File: config.mk
export PLATFORM = sky130hd
export DESIGN_NAME = quotient_multiplier
export DESIGN_NICKNAME = d
export VERILOG_FILES = /design/src/rtl/quotient_multiplier.sv
export SDC_FILE = /design/constraint.sdc
export NUM_CORES = 1
export LEC_CHECK = 0
export CELL_PAD_IN_SITES_DETAIL_PLACEMENT = 2
export CELL_PAD_IN_SITES_GLOBAL_PLACEMENT = 2
export CORE_ASPECT_RATIO = 0.75
export CORE_MARGIN = 2
export CORE_UTILIZATION = 39
export DETAILED_ROUTE_END_ITERATION = 10
export GPL_TIMING_DRIVEN = 0
export HOLD_SLACK_MARGIN = 0.05
export PLACE_DENSITY = 0.83
export SETUP_SLACK_MARGIN = 0.15
export SLEW_MARGIN = 20
export SYNTH_ARGS = -nofsm -noshare
export SYNTH_HDL_FRONTEND = slang
export SYNTH_SLANG_ARGS = --single-unit
File: constraint.sdc
create_clock -name clock -period 3.7 [get_ports clock]
set_clock_uncertainty 0.05 [all_clocks]
set_input_delay 0.37 -clock clock [delete_from_list [all_inputs] [get_ports clock]]
set_output_delay 0.37 -clock clock [all_outputs]
set_load 0.05 [all_outputs]
File: src/rtl/quotient_multiplier.sv
`default_nettype none
// ============================================================================
// Module   : quotient_multiplier
// Brief    : Pipelined shift-add reconstruction of dividend = quotient *
//            divisor + remainder, placed behind the N-bit divider. Each
//            pipeline stage folds in one divisor bit. The block raises
//            overflow when the result does not fit in DIVIDEND bits, and
//            rem_err when the remainder could not have come from a legal
//            division. Both sides use a valid/ready handshake.
// Revision : 1.0 - initial release
// ============================================================================
module quotient_multiplier #(
  parameter int DIVIDEND = 16,
  parameter int DIVISOR  = 8
) (
  input  logic                clock,
  input  logic                reset_n,
  input  logic                in_valid,
  output logic                in_ready,
  input  logic [DIVIDEND-1:0] quotient,
  input  logic [DIVISOR-1:0]  divisor,
  input  logic [DIVISOR-1:0]  remainder,
  output logic                out_valid,
  input  logic                out_ready,
  output logic [DIVIDEND-1:0] dividend,
  output logic                overflow,
  output logic                rem_err
);

  // Accumulator width is exact: (2^D-1)(2^V-1) + (2^V-1) < 2^(D+V).
  localparam int ACC_W = DIVIDEND + DIVISOR;
  localparam int LAST  = DIVISOR - 1;

  // Per-stage state. Stage k has folded in divisor bits [k:0].
  logic [DIVISOR-1:0]  valid_q, valid_d;
  logic [DIVISOR-1:0]  rerr_q,  rerr_d;
  logic [ACC_W-1:0]    acc_q [DIVISOR];
  logic [ACC_W-1:0]    acc_d [DIVISOR];
  logic [DIVIDEND-1:0] quo_q [DIVISOR];
  logic [DIVIDEND-1:0] quo_d [DIVISOR];
  logic [DIVISOR-1:0]  dvs_q [DIVISOR];
  logic [DIVISOR-1:0]  dvs_d [DIVISOR];

  // A result that is waiting on downstream freezes the whole pipe.
  logic stall;
  assign stall    = valid_q[LAST] && !out_ready;
  assign in_ready = !stall;

  // Next-state for every stage: hold on stall, otherwise shift one stage.
  always_comb begin
    valid_d = valid_q;
    rerr_d  = rerr_q;
    acc_d   = acc_q;
    quo_d   = quo_q;
    dvs_d   = dvs_q;
    if (!stall) begin
      // Entry stage: seed the accumulator with the remainder and bit 0.
      valid_d[0] = in_valid;
      acc_d[0]   = ACC_W'(remainder) + (divisor[0] ? ACC_W'(quotient) : '0);
      quo_d[0]   = quotient;
      dvs_d[0]   = divisor;
      rerr_d[0]  = (remainder >= divisor);
      // Later stages: add the quotient shifted by the stage index when that
      // divisor bit is set.
      for (int k = 1; k < DIVISOR; k++) begin
        valid_d[k] = valid_q[k-1];
        acc_d[k]   = acc_q[k-1]
                   + (dvs_q[k-1][k] ? (ACC_W'(quo_q[k-1]) << k) : '0);
        quo_d[k]   = quo_q[k-1];
        dvs_d[k]   = dvs_q[k-1];
        rerr_d[k]  = rerr_q[k-1];
      end
    end
  end

  // Stage registers; reset discards every in-flight transaction at once.
  always_ff @(posedge clock or negedge reset_n) begin
    if (!reset_n) begin
      valid_q <= '0;
      rerr_q  <= '0;
      acc_q   <= '{default: '0};
      quo_q   <= '{default: '0};
      dvs_q   <= '{default: '0};
    end else begin
      valid_q <= valid_d;
      rerr_q  <= rerr_d;
      acc_q   <= acc_d;
      quo_q   <= quo_d;
      dvs_q   <= dvs_d;
    end
  end

  // Outputs come from the last stage and read as zero while it is empty.
  always_comb begin
    out_valid = valid_q[LAST];
    dividend  = '0;
    overflow  = 1'b0;
    rem_err   = 1'b0;
    if (valid_q[LAST]) begin
      dividend = acc_q[LAST][DIVIDEND-1:0];
      overflow = |acc_q[LAST][ACC_W-1:DIVIDEND];
      rem_err  = rerr_q[LAST];
    end
  end

  // The last stage's operand copies have no consumer.
  logic unused_tail;
  assign unused_tail = ^{quo_q[LAST], dvs_q[LAST]};

endmodule
`default_nettype wire

==> results of run 1 <==
-- cell families after synthesis --
logic type | count (synthesis) | synth area share
buffers and inverters | 127 | 0.0285
AOI/OAI and AO/OA | 434 | 0.150
DFF | 320 | 0.433
and+or+nand+nor | 1064 | 0.248
adders and majority gates | 136 | 0.0952
xor gates and xnor gates | 90 | 0.0426
muxes | 4 | 0.00230
-- power by group through the flow --
| stage | Combinational, µW | Sequential (µW) | Clock [µW] |
|---|---|---|---|
| after CTS | 10200 | 6590 | 3680 |
| after global routing | 11200 | 6790 | 3800 |
| after detailed placement | 9920 | 6620 | 0 |
| final | 10200 | 6610 | 3610 |
| after global placement | 9310 | 6530 | 0 |
| after floorplan | 6880 | 5910 | 0 |
-- state kept, by name (all words and copies together), names as in the netlist --
register	flops
quo_q	112
valid_q	8
acc_q	164
dvs_q	28
rerr_q	8
-- per-stage QoR --
stage               utilization  power [µW]  hold WS [ns]  std cells
floorplan                     -       12800        0.0244       2175
global placement          0.421       15800         0.400       2869
detailed placement        0.423       16500         0.385       2872
CTS                       0.448       20400         0.340       2935
global route              0.448       21800         0.365       2935
finish                    0.448       20400         0.349       2935
-- critical path, stage by stage (launching register included) --
cell	delay [ns]
dfrtp_1	0.54
nor2b_2	0.28
inv_1	0.15
clkbuf_4	0.34
clkbuf_4	0.38
buf_2	0.30
clkdlybuf4s15_2	0.41
-- routing by layer --
metal / part of all wire / wire length (µm)
met1: 0.45 / 32300
met2: 0.49 / 34700
met3: 0.038 / 2750
met4: 0.026 / 1840
met5: 0 / 0
-- area by class of cell --
class                           instances  area [µm²]
Timing Repair Buffer                   59         649
Clock buffer                           49        1060
Clock inverter                         13        77.6
Fill cell                            5246       26000
Tap cell                              639         800
Inverter                               30         113
Sequential cell                       320        8010
Multi-Input combinational cell       1728        9960
Buffer                                 97         425
-- synthesized netlist by cell type, types with 17 or more instances --
| cell type | n | area share |
|---|---|---|
| xnor2_1 | 46 | 0.022 |
| and2_1 | 140 | 0.047 |
| o21ai_0 | 98 | 0.027 |
| nor2_1 | 108 | 0.022 |
| nand3_1 | 25 | 0.0068 |
| ha_1 | 128 | 0.087 |
| a211oi_1 | 27 | 0.011 |
| xor2_1 | 44 | 0.021 |
| a21oi_1 | 136 | 0.037 |
| dfrtp_1 | 320 | 0.43 |
| a21o_1 | 41 | 0.017 |
| buf_2 | 40 | 0.011 |
| and3_1 | 18 | 0.0061 |
| inv_1 | 30 | 0.0061 |
| a31oi_1 | 26 | 0.0088 |
| nor3_1 | 17 | 0.0046 |
| clkbuf_1 | 54 | 0.011 |
| nand2_1 | 707 | 0.14 |
-- placed cells by master (no fill, tap or decap), types with 4 or more instances in the layout --
cell type / count
a211oi_1: 27
clkinv_2: 9
a221oi_1: 4
or2_2: 5
a311oi_1: 4
nand2_1: 707
a21oi_1: 136
nor2_1: 108
o21ai_0: 98
a21boi_0: 5
xnor2_1: 46
nor4_1: 8
o21a_1: 11
nor2b_1: 5
o21bai_1: 8
and2_1: 140
a2111oi_0: 4
a31oi_1: 26
inv_1: 30
ha_1: 128
or3_1: 4
clkbuf_1: 55
nand4_1: 11
dfrtp_1: 320
o31ai_1: 15
nor3_1: 17
o211ai_1: 9
fa_1: 8
buf_2: 41
a21o_1: 41
nand3_1: 25
clkbuf_8: 5
clkbuf_16: 39
and3_1: 18
xor2_1: 44
clkdlybuf4s50_1: 53
-- how the worst max path moves through the flow --
stage	from	endpoint	slack, ns	cells after the start
after CTS	valid_q[7]$_DFFE_PN0N_	in_ready	0.18	6
after detailed placement	out_ready	in_ready	-0.67	7
after floorplan	dvs_q[36]$_DFFE_PN0N_	acc_q[90]$_DFFE_PN0N_	1.07	9
after global placement	reset_n	dvs_q[59]$_DFFE_PN0N_	-12.28	1
after global routing	valid_q[7]$_DFFE_PN0N_	in_ready	0.24	6
final	valid_q[7]$_DFFE_PN0N_	in_ready	0.33	6
-- repair_timing --
action                                  CTS  global route
gates resized for setup                   7             2
hold endpoints to repair                 81             0
hold buffers                              1             0
pin swaps                                 0             0
endpoints found under the setup margin    2             1
==> metrics, run 1 <==
share of layout cells above drive strength 1=0.0566; post-synthesis area per instance=8.50 µm²; Power Dens Cells=968 nW/µm²; core region area=47,100 µm²; final setup margin=0.328 ns; hold depth=3; Num CTS Buffers=37; Hold Fails Final Rpt=0; largest net degree at the start of global routing=94; grt met1 use=0.385; post-synthesis sequential area ratio=0.433; Setup violations, final=0; placement-stage cell area=19,900 µm²; worst hold path endpoint=valid_q[0]$_DFFE_PN0N_; Initial DRT Pass Iterations=6; global routing's busiest layer=met2; vias in the first global route=18,500; r2r setup slk=0.43 ns; reg-to-reg endpoint=acc_q[21]$_DFFE_PN0N_; Clock Latency Late Sink=0.55 ns; Max Cap Violations=0; root buffer cell=clkbuf_16; Area Growth Syn to Fin=14.1%; CP required=3.28 ns; CP Launch Type=flop; Pint=10,800 µW; std cell rows=69; VDD IR-drop max=0.338 mV; drt drc=0; synth warn=0; Routed Antenna Nets=0; count of cell types in the netlist=69; nature of the critical path endpoint=output pin; total track usage=0.293; FMAX=297 MHz; hold_sp=in_valid; met3 usage=0.0385; vias=16,600; fin crit period=3.37 ns; P_leak=0.0103 µW; crit path kind=reg2out; Die H=193 µm; post-synthesis cell area=18,500 µm²; die width=255 µm; asr flop ratio synth=1.00; fin crit share=0.911; routability cong.=0.881; sw frac=0.472; DR WL/cell=24.4 µm; syn_nets=2,347; Detailed Route WL=71,600 µm; Post-Place Setup Slack=-0.671 ns; vias per cell=5.66; Bufs on Longest Clock Path=3; total setup buffers inserted after CTS=0; CTS tree=built; Final HPWL DP=52,300 µm; Critical R2R Launch=dvs_q[15]$_DFFE_PN0N_; IO Port Bufs=55; CP max FO=11; run status=finished clean; antenna violations before repair=0; final setup TNS=0 ns; critical path arrival=2.95 ns; R2R cell count=9; Post-synth EDFFs=0; final slew viol count=0; sequential share of power=0.324; DIE AREA=49,200 µm²; total clock sinks=320; Remaining Overflow, GRT=0; IO Count=56; register bit total from synthesis=320; worst hold path class=in2reg; worst rel slew slack=0.389; initial core utilization=0.392; initial drt markers=887; H-tree depth=2; ys flop type=dfrtp_1; worst-margin pin slew=0.916 ns; M2 GR Usage=0.511; clock network fraction of design power=0.177; fin nets=2,445; number of antenna diodes=0; design area=21,100 µm²; global-route wire length before repair=112,000 µm; RSZ-0062 raised after global routing=false; Cells after Synth=2,175; Net Switching=9640 µW; combinational fraction of design power=0.499; Clock transition at path regs=0.06 ns
No activity file was read; power rests on OpenSTA's default activity.
==> run 2, diff against run 1 <==
--- a/config.mk
+++ b/config.mk
@@ -11,7 +11,6 @@
 export CORE_MARGIN = 2
 export CORE_UTILIZATION = 39
 export DETAILED_ROUTE_END_ITERATION = 10
-export GPL_TIMING_DRIVEN = 0
 export HOLD_SLACK_MARGIN = 0.05
 export PLACE_DENSITY = 0.83
 export SETUP_SLACK_MARGIN = 0.15
==> run 2 against run 1 <==
  * Setup slack improved by 0.16 ns
  * Maximum frequency increased by 5.1%
  * Critical path type is now reg2reg
  * Clock power increased by 4%
  * Final cell count decreased by 2.7%
  * Total power decreased by 3.0%
  * Sequential power about the same
  * Die area unchanged
  * Clock-buffer cell count increased by 1
  * Register-to-register slack improved by 0.06 ns
  * Global-route usage decreased by 5.0 points
  * Highest routed layer unchanged
  * Wire length decreased by 17%
  * Via count decreased by 5.9%
==> metrics, run 2 (synthesis results as in run 1) <==
Finished Layout Cells=2,856 (-2.7%); CP required=4.04 ns (+0.76 ns); Fillers=5,233 (-0.25%); Clock Latency Late Sink=0.56 ns (about the same); Final HPWL DP=41,400 µm (-21%); initial drt markers=815 (-8.1%); DR WL/cell=20.8 µm (-15%); fin crit period=3.21 ns (-0.165 ns); Largest register FFs=164 (unchanged); Hold Fails Final Rpt=0 (unchanged); vias=15,600 (-5.9%); number of antenna diodes=0 (unchanged); core region area=47,100 µm² (unchanged); Die H=193 µm (unchanged); routability cong.=0.821 (-6.7%); worst-margin pin slew=1.02 ns (+0.102 ns); FMAX=312 MHz (+5.1%); run status=finished clean; worst hold path class=in2reg; Remaining Overflow, GRT=0 (unchanged); antenna violations before repair=0 (unchanged); Area Growth Syn to Fin=13.0%; Initial DRT Pass Iterations=5 (-1); final setup TNS=0 ns (unchanged); die width=255 µm (unchanged); worst rel slew slack=0.321 (-0.0680); std cell rows=69 (unchanged); fin crit share=0.867 (-0.0446); vias per cell=5.47 (-3.3%); critical path arrival=3.54 ns (+0.59 ns); total clock sinks=320 (unchanged); root buffer cell=clkbuf_16; vias in the first global route=17,600 (-5.0%); nature of the critical path endpoint=flop; Max Cap Violations=0 (unchanged); Resize count post-CTS=0 (-7); final slew viol count=0 (unchanged); P_leak=0.0101 µW (-1.4%); largest net degree at the start of global routing=165 (+76%); drt drc=0 (unchanged); global-route wire length before repair=96,600 µm (-13%); most frequent cells in the layout=nand2_1, dfrtp_1, and2_1; r2r setup slk=0.49 ns (+0.06 ns); commonest non-fill, non-tap cell in the layout=nand2_1; Bufs on Longest Clock Path=3 (unchanged); total track usage=0.243 (-0.0496); Setup violations, final=0 (unchanged); initial core utilization=0.392 (unchanged); Num CTS Buffers=37 (unchanged); fin util=0.443 (-0.00433); crit path kind=reg2reg; Reg with most FFs=acc_q; CP Launch Type=flop; placed cell count=2,791 (-2.8%); largest registers=acc_q (164), quo_q (112), dvs_q (28); IO Count=56 (unchanged); share of layout cells above drive strength 1=0.0469 (-0.00971); Routed Antenna Nets=0 (unchanged); RSZ-0062 raised after global routing=false; Detailed Route WL=59,300 µm (-17%); H-tree depth=2 (unchanged); Power Dens Cells=947 nW/µm² (-2.1%); DIE AREA=49,200 µm² (unchanged); fin nets=2,364 (-3.3%); CTS tree=built; CP max FO=17 (+6); VDD IR-drop max=0.445 mV (+32%); Clock transition at path regs=0.06 ns (about the same); IO Port Bufs=55 (unchanged)
run 2: final cells by class:
| type | instances | area [µm²] | share of cell area |
|---|---|---|---|
| clock buffers | 50 | 1050 | 0.0505 |
| multi-input cells | 1728 | 9970 | 0.477 |
| inverters | 30 | 120 | 0.00575 |
| well taps | 639 | 800 | 0.0383 |
| repair buffers | 75 | 793 | 0.0380 |
| clock inverters | 14 | 151 | 0.00725 |
| flip-flops and latches | 320 | 8010 | 0.383 |
run 2: worst max-delay path, cell delays in order (launching register included):
cell and delay (ns):
dfrtp_1 0.56, and2_1 0.23, ha_1 0.21, fa_1 0.47
a211oi_1 0.31, o21ai_0 0.26, a2111oi_2 0.50, o31ai_1 0.15
xnor2_1 0.18, a21oi_1 0.09
run 2: worst paths after layout:
kind | start | end | cells past startpoint
hold reg to reg | valid_q[6]$_DFFE_PN0N_ | valid_q[7]$_DFFE_PN0N_ | 1
min in group asynchronous | reset_n | acc_q[87]$_DFFE_PN0N_ | 2
max in group asynchronous | reset_n | acc_q[48]$_DFFE_PN0N_ | 3
setup reg to reg | dvs_q[22]$_DFFE_PN0N_ | acc_q[44]$_DFFE_PN0N_ | 9
hold / removal | in_valid | valid_q[0]$_DFFE_PN0N_ | 3
setup / recovery | dvs_q[22]$_DFFE_PN0N_ | acc_q[44]$_DFFE_PN0N_ | 9
run 2: layer usage:
| layer | wire length, µm | vias up | global-route usage |
|---|---|---|---|
| li1 | - | 7379 | - |
| met1 | 26900 | 7949 | 0.315 |
| met2 | 29100 | 175 | 0.426 |
| met3 | 1730 | 117 | 0.0340 |
| met4 | 1610 | 0 | 0.0717 |
| met5 | 0 | - | 0 |
run 2: report_power, final:
part	switching (µW)	leakage [µW]	internal, µW
clock network	1590	0.000595	2150
registers	1480	0.00391	5130
logic	5860	0.00561	3580
total	8930	0.0101	10900
run 2: what timing repair did:
action	in CTS	in global routing
endpoints found under the hold margin	112	0
buffers inserted	0	0
hold buffers	1	0
run 2: per-stage QoR:
step	setup slack [ns]	power (µW)	hold WS (ns)	instance area (µm²)
after floorplan	1.07	12800	0.0244	18500
after global placement	0.728	15300	0.390	19700
after detailed placement	0.562	15900	0.403	19700
after CTS	0.482	20000	0.273	20900
after global routing	0.222	21400	0.334	20900
final	0.493	19800	0.296	20900
==> run 3, diff against run 2 <==
--- a/config.mk
+++ b/config.mk
@@ -13,6 +13,7 @@
 export DETAILED_ROUTE_END_ITERATION = 10
 export HOLD_SLACK_MARGIN = 0.05
 export PLACE_DENSITY = 0.83
+export REMOVE_ABC_BUFFERS = 1
 export SETUP_SLACK_MARGIN = 0.15
 export SLEW_MARGIN = 20
 export SYNTH_ARGS = -nofsm -noshare
==> run 3 against run 2 <==
  * Final cell count increased by 0.18%
  * Via count shrank 0.22%
  * Non-clock buffer count increased by 2
  * Combinational power down 0.4%
  * Clock-buffer cell count is 4 lower
  * Global-route usage shrank 0.70 points
  * Total power grew 1.9%
==> metrics, run 3 (synthesis results as in run 1) <==
Die H=193 µm (unchanged); total track usage=0.236 (-0.00702); Largest register FFs=164 (unchanged); critical path's largest stage delay=0.58 ns (+0.02 ns); vias per cell=5.45 (-0.39%); placement-stage cell area=19,700 µm² (about the same); VDD IR-drop max=0.547 mV (+23%); M2 GR Usage=0.428 (+0.00209); Remaining Overflow, GRT=0 (unchanged); P_leak=0.0102 µW (+0.98%); total clock sinks=320 (unchanged); IO Count=56 (unchanged); Power Dens Cells=956 nW/µm² (+0.92%); grt met1 use=0.298 (-0.0171); run status=finished clean; post-cts hold buffer count=1 (unchanged); core region area=47,100 µm² (unchanged); Seq. cell area=8010 µm² (unchanged); Reg with most FFs=acc_q; CP dominant cell by count=nor2_1; sequential share of power=0.322 (-0.012); hold_sp=in_valid; fin crit share=0.878 (+0.0109); final setup margin=0.452 ns (-0.0404 ns); CP Launch Type=flop; DR WL/cell=20.0 µm (-3.8%); Setup violations, final=0 (unchanged); fin nets=2,367 (+0.13%); footprint of the multi-input gates=9970 µm² (unchanged); initial drt markers=660 (-19%); DIE AREA=49,200 µm² (unchanged); antenna violations before repair=0 (unchanged); critical path arrival=3.69 ns (+0.15 ns); IO Port Bufs=55 (unchanged); Pint=11,400 µW (+4.6%); die width=255 µm (unchanged); Routed Antenna Nets=0 (unchanged); Num CTS Buffers=38 (+2.7%); CP required=4.15 ns (+0.11 ns); CP max FO=17 (unchanged); global routing's busiest layer=met2; initial core utilization=0.392 (unchanged); Post-Place Setup Slack=0.519 ns (-0.0430 ns); crit path kind=reg2reg; R2R cell count=9 (unchanged); RSZ-0062 raised after global routing=false; most frequent cells in the layout=nand2_1, dfrtp_1, and2_1; Clock Latency Late Sink=0.57 ns (about the same); root buffer cell=clkbuf_16; Setup crit start=dvs_q[57]$_DFFE_PN0N_; Final Power=20,200 µW (+1.9%); fin crit period=3.25 ns (+0.0404 ns); Fillers=5,202 (-0.59%); drt drc=0 (unchanged); vias in the first global route=17,600 (-0.34%); number of antenna diodes=0 (unchanged); Critical R2R Launch=dvs_q[57]$_DFFE_PN0N_; Hold Fails Final Rpt=0 (unchanged); Initial DRT Pass Iterations=5 (unchanged); Resize count post-CTS=0 (unchanged); commonest non-fill, non-tap cell in the layout=nand2_1; share of layout cells above drive strength 1=0.0504 (+0.00349); clock network fraction of design power=0.212 (+0.023); Area Growth Syn to Fin=14.0%; FMAX=308 MHz (-1.2%); Cell Chain, Critical Path=and2_1 -> ha_1 -> fa_1 -> a211oi_1 -> nor2_1 -> o31ai_2 -> o32ai_2 -> mux2_2 -> nor2_1; largest registers=acc_q (164), quo_q (112), dvs_q (28); final slew viol count=0 (unchanged); nature of the critical path endpoint=flop; routability cong.=0.834 (+1.6%); Max Cap Violations=0 (unchanged); Final HPWL DP=39,600 µm (-4.4%); r2r setup slk=0.45 ns (-0.04 ns); design area=21,100 µm² (+0.93%); std cell rows=69 (unchanged); total setup buffers inserted after CTS=0 (unchanged); Detailed Route WL=57,200 µm (-3.7%); worst hold path class=in2reg; sw frac=0.436 (-0.0147); global-route wire length before repair=94,600 µm (-2.1%); combinational fraction of design power=0.466 (-0.011); hold depth=3 (unchanged); vias=15,600 (-0.22%); reg-to-reg endpoint=acc_q[159]$_DFFE_PN0N_; Net Switching=8800 µW (-1.5%); slowest CP cell=dfrtp_1; worst rel slew slack=0.381 (+0.0598); met3 usage=0.0268 (-0.00722); CTS tree=built; worst hold path endpoint=valid_q[0]$_DFFE_PN0N_; Clock transition at path regs=0.06 ns (about the same); Bufs on Longest Clock Path=3 (unchanged); H-tree depth=2 (unchanged); largest net degree at the start of global routing=141 (-15%); worst-margin pin slew=0.928 ns (-0.0897 ns)
-- run 3: cell count changes in the layout (fill, tap and decap cells not counted), moves of 2 or more --
cell	previous run	this run
clkbuf_8	8	6
buf_4	13	16
clkinvlp_4	2	0
bufinv_16	2	9
clkbuf_1	5	2
-- run 3: stage by stage --
step | TNS [ns] | instances | util | hold slack (ns)
after floorplan | -6931.18 | 2078 | - | 0.0244
after global placement | 0 | 2793 | 0.418 | 0.393
after detailed placement | 0 | 2793 | 0.418 | 0.403
after CTS | 0 | 2861 | 0.447 | 0.295
after global routing | 0 | 2861 | 0.447 | 0.341
final | 0 | 2861 | 0.447 | 0.316
-- run 3: critical path: cells and delay by family (launching register included) --
kind / cells / cell delay (ns)
DFF: 1 / 0.58
and+or+nand+nor: 3 / 0.51
muxes: 1 / 0.30
AOI/OAI and AO/OA: 3 / 1.01
adders and majority gates: 2 / 0.73
-- run 3: final cells by class --
class,count,share of cell area
Clock buffer,46,0.0494
Multi-Input combinational cell,1728,0.473
Timing Repair Buffer,77,0.0377
Clock inverter,21,0.0169
Inverter,30,0.00570
Sequential cell,320,0.380
Tap cell,639,0.0379
-- run 3: power by group through the flow --
stage                     registers [µW]  logic [µW]  clock network, µW
final                               6480        9400               4280
after global routing                6710       10600               4500
after CTS                           6510        9490               4390
after detailed placement            6530        9220                  0
after global placement              6410        8640                  0
after floorplan                     5940        6720                  0
-- run 3: worst max-delay path by stage --
stage          depth (start not counted)                     end  slack (ns)
6_report                               9  acc_q[159]$_DFFE_PN0N_        0.45
5_1_grt                                9  acc_q[159]$_DFFE_PN0N_        0.29
4_1_cts                                9   acc_q[15]$_DFFE_PN0N_        0.46
3_5_place_dp                          10  acc_q[180]$_DFFE_PN0N_        0.52
3_3_place_gp                          10  acc_q[182]$_DFFE_PN0N_        0.67
2_1_floorplan                          5  acc_q[136]$_DFFE_PN0N_      -24.66
-- run 3: layer usage --
metal	part of all wire	wire (µm)	vias up
met1	0.46	26100	7954
met4	0.023	1340	0
li1	-	-	7393
met5	0	0	-
met2	0.50	28400	156
met3	0.022	1250	83
